**config.mk**
```make
export PLATFORM = sky130hd
export DESIGN_NAME = async_fifo
export DESIGN_NICKNAME = d
export VERILOG_FILES = /design/src/rtl/async_fifo.sv
export SDC_FILE = /design/constraint.sdc
export NUM_CORES = 1
export LEC_CHECK = 0
export BUFFER_PORTS_ARGS = -buffer_cell sky130_fd_sc_hd__buf_2
export CAP_MARGIN = 15
export CORE_ASPECT_RATIO = 0.5
export CORE_MARGIN = 2
export CORE_UTILIZATION = 43
export DETAILED_ROUTE_END_ITERATION = 6
export GPL_TIMING_DRIVEN = 0
export PLACE_DENSITY_LB_ADDON = 0.2
export SYNTH_ARGS = -nofsm -noshare
export SYNTH_HDL_FRONTEND = slang
export SYNTH_SLANG_ARGS = --single-unit
```
**constraint.sdc**
```tcl
create_clock -name clk -period 2.5 [get_ports clk]
set_input_delay 0.125 -clock clk [delete_from_list [all_inputs] [get_ports clk]]
set_output_delay 0.125 -clock clk [all_outputs]
set_load 0.02 [all_outputs]
```
**src/rtl/async_fifo.sv**
```systemverilog
// Gray-pointer FIFO with registered full/empty flags, single clock for now.
// Define ASY_FIFO_SYNC_EN to pass each Gray pointer through a two-flop synchronizer.
module async_fifo #(
  parameter int DEPTH = 8,
  parameter int WIDTH = 8
) (
  input  logic             clk,
  input  logic             rst_n,
  input  logic             wr_en,
  input  logic [WIDTH-1:0] wr_data,
  input  logic             rd_en,
  output logic [WIDTH-1:0] rd_data,
  output logic             fifo_empty,
  output logic             fifo_full
);

  localparam int AW = $clog2(DEPTH);

  logic [WIDTH-1:0] mem [DEPTH];

  logic [AW:0] wr_bin, rd_bin;
  logic [AW:0] wr_gray, rd_gray;
  logic [AW:0] wq_gray, rq_gray;
  logic [AW:0] wr_bin_next, rd_bin_next;
  logic [AW:0] wr_gray_next, rd_gray_next;
  logic        wr_accept, rd_accept;

  assign wr_accept    = wr_en && !fifo_full;
  assign rd_accept    = rd_en && !fifo_empty;
  assign wr_bin_next  = wr_bin + {{AW{1'b0}}, wr_accept};
  assign rd_bin_next  = rd_bin + {{AW{1'b0}}, rd_accept};
  assign wr_gray_next = wr_bin_next ^ (wr_bin_next >> 1);
  assign rd_gray_next = rd_bin_next ^ (rd_bin_next >> 1);

  // Storage carries no reset so it can map onto block RAM.
  always_ff @(posedge clk) begin
    if (wr_accept) begin
      mem[wr_bin[AW-1:0]] <= wr_data;
    end
  end

  always_ff @(posedge clk) begin
    if (!rst_n) begin
      rd_data <= '0;
    end else if (rd_accept) begin
      rd_data <= mem[rd_bin[AW-1:0]];
    end
  end

  always_ff @(posedge clk) begin
    if (!rst_n) begin
      wr_bin     <= '0;
      wr_gray    <= '0;
      fifo_full  <= 1'b0;
    end else begin
      wr_bin     <= wr_bin_next;
      wr_gray    <= wr_gray_next;
      // Full when the write pointer laps the read pointer: top two Gray bits inverted.
      fifo_full  <= (wr_gray_next == {~rq_gray[AW:AW-1], rq_gray[AW-2:0]});
    end
  end

  always_ff @(posedge clk) begin
    if (!rst_n) begin
      rd_bin     <= '0;
      rd_gray    <= '0;
      fifo_empty <= 1'b1;
    end else begin
      rd_bin     <= rd_bin_next;
      rd_gray    <= rd_gray_next;
      fifo_empty <= (rd_gray_next == wq_gray);
    end
  end

`ifdef ASY_FIFO_SYNC_EN
  logic [AW:0] wq_sync, rq_sync;
  logic [AW:0] wq_sync2, rq_sync2;

  always_ff @(posedge clk) begin
    if (!rst_n) begin
      wq_sync  <= '0;
      wq_sync2 <= '0;
      rq_sync  <= '0;
      rq_sync2 <= '0;
    end else begin
      wq_sync  <= wr_gray;
      wq_sync2 <= wq_sync;
      rq_sync  <= rd_gray;
      rq_sync2 <= rq_sync;
    end
  end

  assign wq_gray = wq_sync2;
  assign rq_gray = rq_sync2;
`else
  assign wq_gray = wr_gray;
  assign rq_gray = rd_gray;
`endif

endmodule

```
# After elaboration in Yosys (flattened, before gate mapping)
# Memories as Yosys holds them, arrays and structs flattened. A register that Yosys moved wholly into a read port is not among the register bits.
# Index checks and enable logic that the tools add are counted.
# word_totals
elab_cells,21
inputBits,12
regBits,18
mem_bits_rw,64
n_memories,1
# memory_table
memory,depth,width,read_ports,rd_clocked_by_memory_dff,write_ports,line,text
mem,8,8,1,1,1,19,logic [WIDTH-1:0] mem [DEPTH];
# op_classes
eq_ne,2
reduce_logical,5
bitwise,3
add_sub_neg,2
muxes,2
# ops
op,count
adder 4 x 1 -> 4 bit,2
equality test 4 bit,2
bitwise XOR 4 x 3 -> 4 bit,2
zero test 1 bit,3
logical AND 1 bit,2
2-to-1 mux 1 bit,2
inverter 2 bit,1

# Longest topological paths before layout
# logic_depth
word_depth,5
mapped_depth,8

# Worst setup path after synthesis
# No wires, ideal clock.
# synth_timing
path_kind,flip-flop to flip-flop
start,register fifo_empty
end,register fifo_empty
setup_time_ns,0.069
required_ns,2.431
setup_slack_ns,0.202
period_less_slack_ns,2.298
path_stages_with_launch,8
t_arrival_ns,2.230
cell_sequence,dfxtp_1 nor2b_1 clkbuf_1 ha_1 ha_1 xor3_1 o32a_1 o21ai_1
# synth_between
elab_chain_len,5
# synth_rtl
item,line,text
"start, declared",13,"output logic fifo_empty,"
"start signal, assigned",71,fifo_empty <= (rd_gray_next == wq_gray);
zero test 1 bit,29,assign rd_accept = rd_en && !fifo_empty;
logical AND 1 bit,29,
adder 4 x 1 -> 4 bit,31,"assign rd_bin_next = rd_bin + {{AW{1'b0}}, rd_accept};"
bitwise XOR 4 x 3 -> 4 bit,33,assign rd_gray_next = rd_bin_next ^ (rd_bin_next >> 1);
equality test 4 bit,71,
# No other way between the ends.
# A chain may end at the register's enable or synchronous reset.

# Final worst setup path
# Ends and elaborated chain as after synthesis.

==> metrics.yaml <==
status: "finished clean"
drtPass1Iterations: 4
dieArea_um2: 8990
antenna_found_initial: 0
syn_avg_cell_area_um2: 14.5
synthCells: 243
layout_commonest_cell: "edfxtp_1"
slew_headroom: 0.380
r2r_setup_slack_ps: 160
grt_util_all_layers: 0.172
finalCritPeriodShare: 0.935
crit_chain: "nor2b_4 > clkbuf_2 > ha_1 > ha_1 > xor3_1 > o32a_1 > o21ai_1"
place_area_um2: 3790
wirelength_mm: 6.88
grt_max_degree: 17
crit_top_cell: "ha_1"
hold_path_class: "input port to register"
clkSinkCount: 88
cts-root-buf: "clkbuf_16"
reg2reg_depth: 7
cp.arrival_ps: 2610
startpoint_type: "register"
ys_types: 32
hold_buffers: 0
p_leak_uw: 0.00148
synthesis.area_um2: 3530
hold_viol_final: 0
cts_buffers: 9
skew_ps: 7.41
clock_latency_ps: 340
postCtsSetupRepairBufs: 0
drtIter0Drc: 199
post-dp-hpwl_mm: 4.71
port_buffers: 21
mostFrequentLayoutCells: "edfxtp_1, mux2i_1, dfxtp_1"
yosysWarnings: 0
grt_overflow: 0
grt_pass1_vias: 1993
design_area_um2: 4090
drv_cap: 0
cts_tree: "done"
critPathRequiredTime_ps: 2770
nets: 293
critPathLaunch: "fifo_empty$_SDFF_PN1_"
peakVddDrop_v: 0.000330
drive_gt1_frac: 0.170
initial_core_util: 0.442
holdWs_ps: 47.1
synth_seq_cells: 88
worst_pin_slew_ps: 927
antenna_cells: 0
worstReg2RegStart: "fifo_empty$_SDFF_PN1_"
die_y_um: 68.0
syn_nets: 259
slew_violations: 0
timing.final.setup_violations: 0
num_vias: 1950
cp_num_cells: 7
crit_buf_inv: 1
critical-path-slowest-cell: "xor3_1"
grt_pass1_wl_mm: 10.9
core_um2: 7970
area_growth_pct: 15.8
synth_seq_area_share: 0.681
fin_crit_ps: 2340
path_clk_slew_ps: 60
placementRows: 23
htreeDepth: 3
wl_per_cell_um: 17.5
cp-end-kind: "register"
cts_buffer_depth: 2
r2r_end: "fifo_empty$_SDFF_PN1_"
routabilityCongestion: 0.754
power_density_nw_per_um2: 812
crit_family: "adder cells"
drt.antenna.violating_nets: 0
tns_ps: 0
worstSetupPathType: "register to register"
remaining_drc_errors: 0
viasPerCell: 4.95
cp-endpoint: "fifo_empty$_SDFF_PN1_"
die_x_um: 132
fmax_ghz: 0.428
critPathMaxStageDelay_ps: 460
worstPathMaxFanout: 10
num_io_pins: 22
how the worst min path moves through the flow:
| stage | from | end | slack (ps) | cells after the start |
|---|---|---|---|---|
| floorplan | wr_data[0] | mem[0][0]$_DFFE_PP_ | 220 | 0 |
| global placement | wr_data[3] | mem[6][3]$_DFFE_PP_ | 390 | 1 |
| detailed placement | wr_data[3] | mem[7][3]$_DFFE_PP_ | 390 | 1 |
| CTS | wr_data[2] | mem[4][2]$_DFFE_PP_ | 30 | 1 |
| global route | wr_data[3] | mem[7][3]$_DFFE_PP_ | 40 | 1 |
| finish | wr_data[2] | mem[1][2]$_DFFE_PP_ | 50 | 1 |
per-stage QoR:
stage | util | std cells | worst slack [ps] | total power (uW)
floorplan | - | 243 | 202 | 1970
global placement | 0.473 | 376 | -94.5 | 2080
detailed placement | 0.475 | 378 | -207 | 2100
CTS | 0.511 | 394 | 81.7 | 3340
global route | 0.512 | 394 | -7.66 | 3460
finish | 0.512 | 394 | 161 | 3320
layout make-up:
type / instances / area (um^2)
fillers: 695 / 3890
flip-flops and latches: 88 / 2400
multi-input cells: 143 / 1070
clock buffers: 10 / 229
well taps: 112 / 140
repair buffers: 23 / 120
plain buffers: 11 / 62.6
clock inverters: 6 / 52.6
inverters: 1 / 3.75
registers in the layout, summed over array words and instances, names as in the netlist:
register and cells:
mem 64, wr_bin 4, rd_bin 4, fifo_empty 1, fifo_full 1, rd_gray 3, wq_gray 3, rd_data 8
cell families (layout without fill, tap and decap cells):
logic type,after synthesis,after routing,share of synthesized area
AO/OA/AOI/OAI,37,37,0.0667
XOR/XNOR,18,18,0.0511
adder cells (fa/ha/maj),4,4,0.0142
buffers and inverters,12,51,0.0184
flip-flops,88,88,0.681
multiplexers,33,33,0.0937
AND/OR/NAND/NOR,51,51,0.0749
power by group:
group          internal (uW)  switching, uW
Combinational            163            246
Sequential              1630           32.2
Clock                    687            556
Total                   2480            834
metal layers:
layer	GRT usage	up-vias	share of wire
met1	0.229	944	0.50
met5	0	-	0
li1	-	968	-
met3	0.0830	4	0.055
met4	0.0476	0	0.0067
met2	0.253	34	0.44
what timing repair did:
action / in CTS / in global routing
hold endpoints to repair: 0 / 0
gates resized for setup: 2 / 2
setup endpoints to repair: 1 / 1
worst register-to-register path: cells and delay by family, from the launching register on:
family,cells,cell delay (ps)
DFF,1,330
adders and majority gates,2,500
buffers and inverters,1,280
and+or+nand+nor,1,220
xor gates and xnor gates,1,470
AOI/OAI and AO/OA,2,480
cells in the mapped netlist:
| cell type | instances | area share |
|---|---|---|
| ha_1 | 4 | 0.014 |
| nor2_1 | 8 | 0.0085 |
| a21boi_1 | 1 | 0.0021 |
| nor4_1 | 1 | 0.0018 |
| buf_6 | 1 | 0.0032 |
| xor2_1 | 9 | 0.022 |
| xnor2_1 | 7 | 0.017 |
| and3b_1 | 1 | 0.0025 |
| a21oi_1 | 9 | 0.013 |
| edfxtp_1 | 64 | 0.54 |
| nand2_1 | 13 | 0.014 |
| inv_1 | 1 | 0.0011 |
| a22oi_1 | 16 | 0.034 |
| nor3_1 | 2 | 0.0028 |
| xnor2_2 | 1 | 0.0046 |
| clkbuf_1 | 4 | 0.0043 |
| o32a_1 | 1 | 0.0028 |
| buf_2 | 1 | 0.0014 |
| buf_1 | 2 | 0.0021 |
| o21ai_1 | 1 | 0.0014 |
| nand2b_1 | 3 | 0.0053 |
| and2_2 | 1 | 0.0021 |
| clkbuf_4 | 1 | 0.0021 |
| dfxtp_1 | 24 | 0.14 |
| o21ai_0 | 8 | 0.011 |
| xor3_1 | 1 | 0.0067 |
| nand3_1 | 3 | 0.0043 |
| mux2i_1 | 33 | 0.094 |
| and2_1 | 14 | 0.025 |
| o21bai_1 | 1 | 0.0021 |
| buf_4 | 2 | 0.0043 |
| nor2b_1 | 5 | 0.0089 |
No activity file was read; power rests on OpenSTA's default activity.
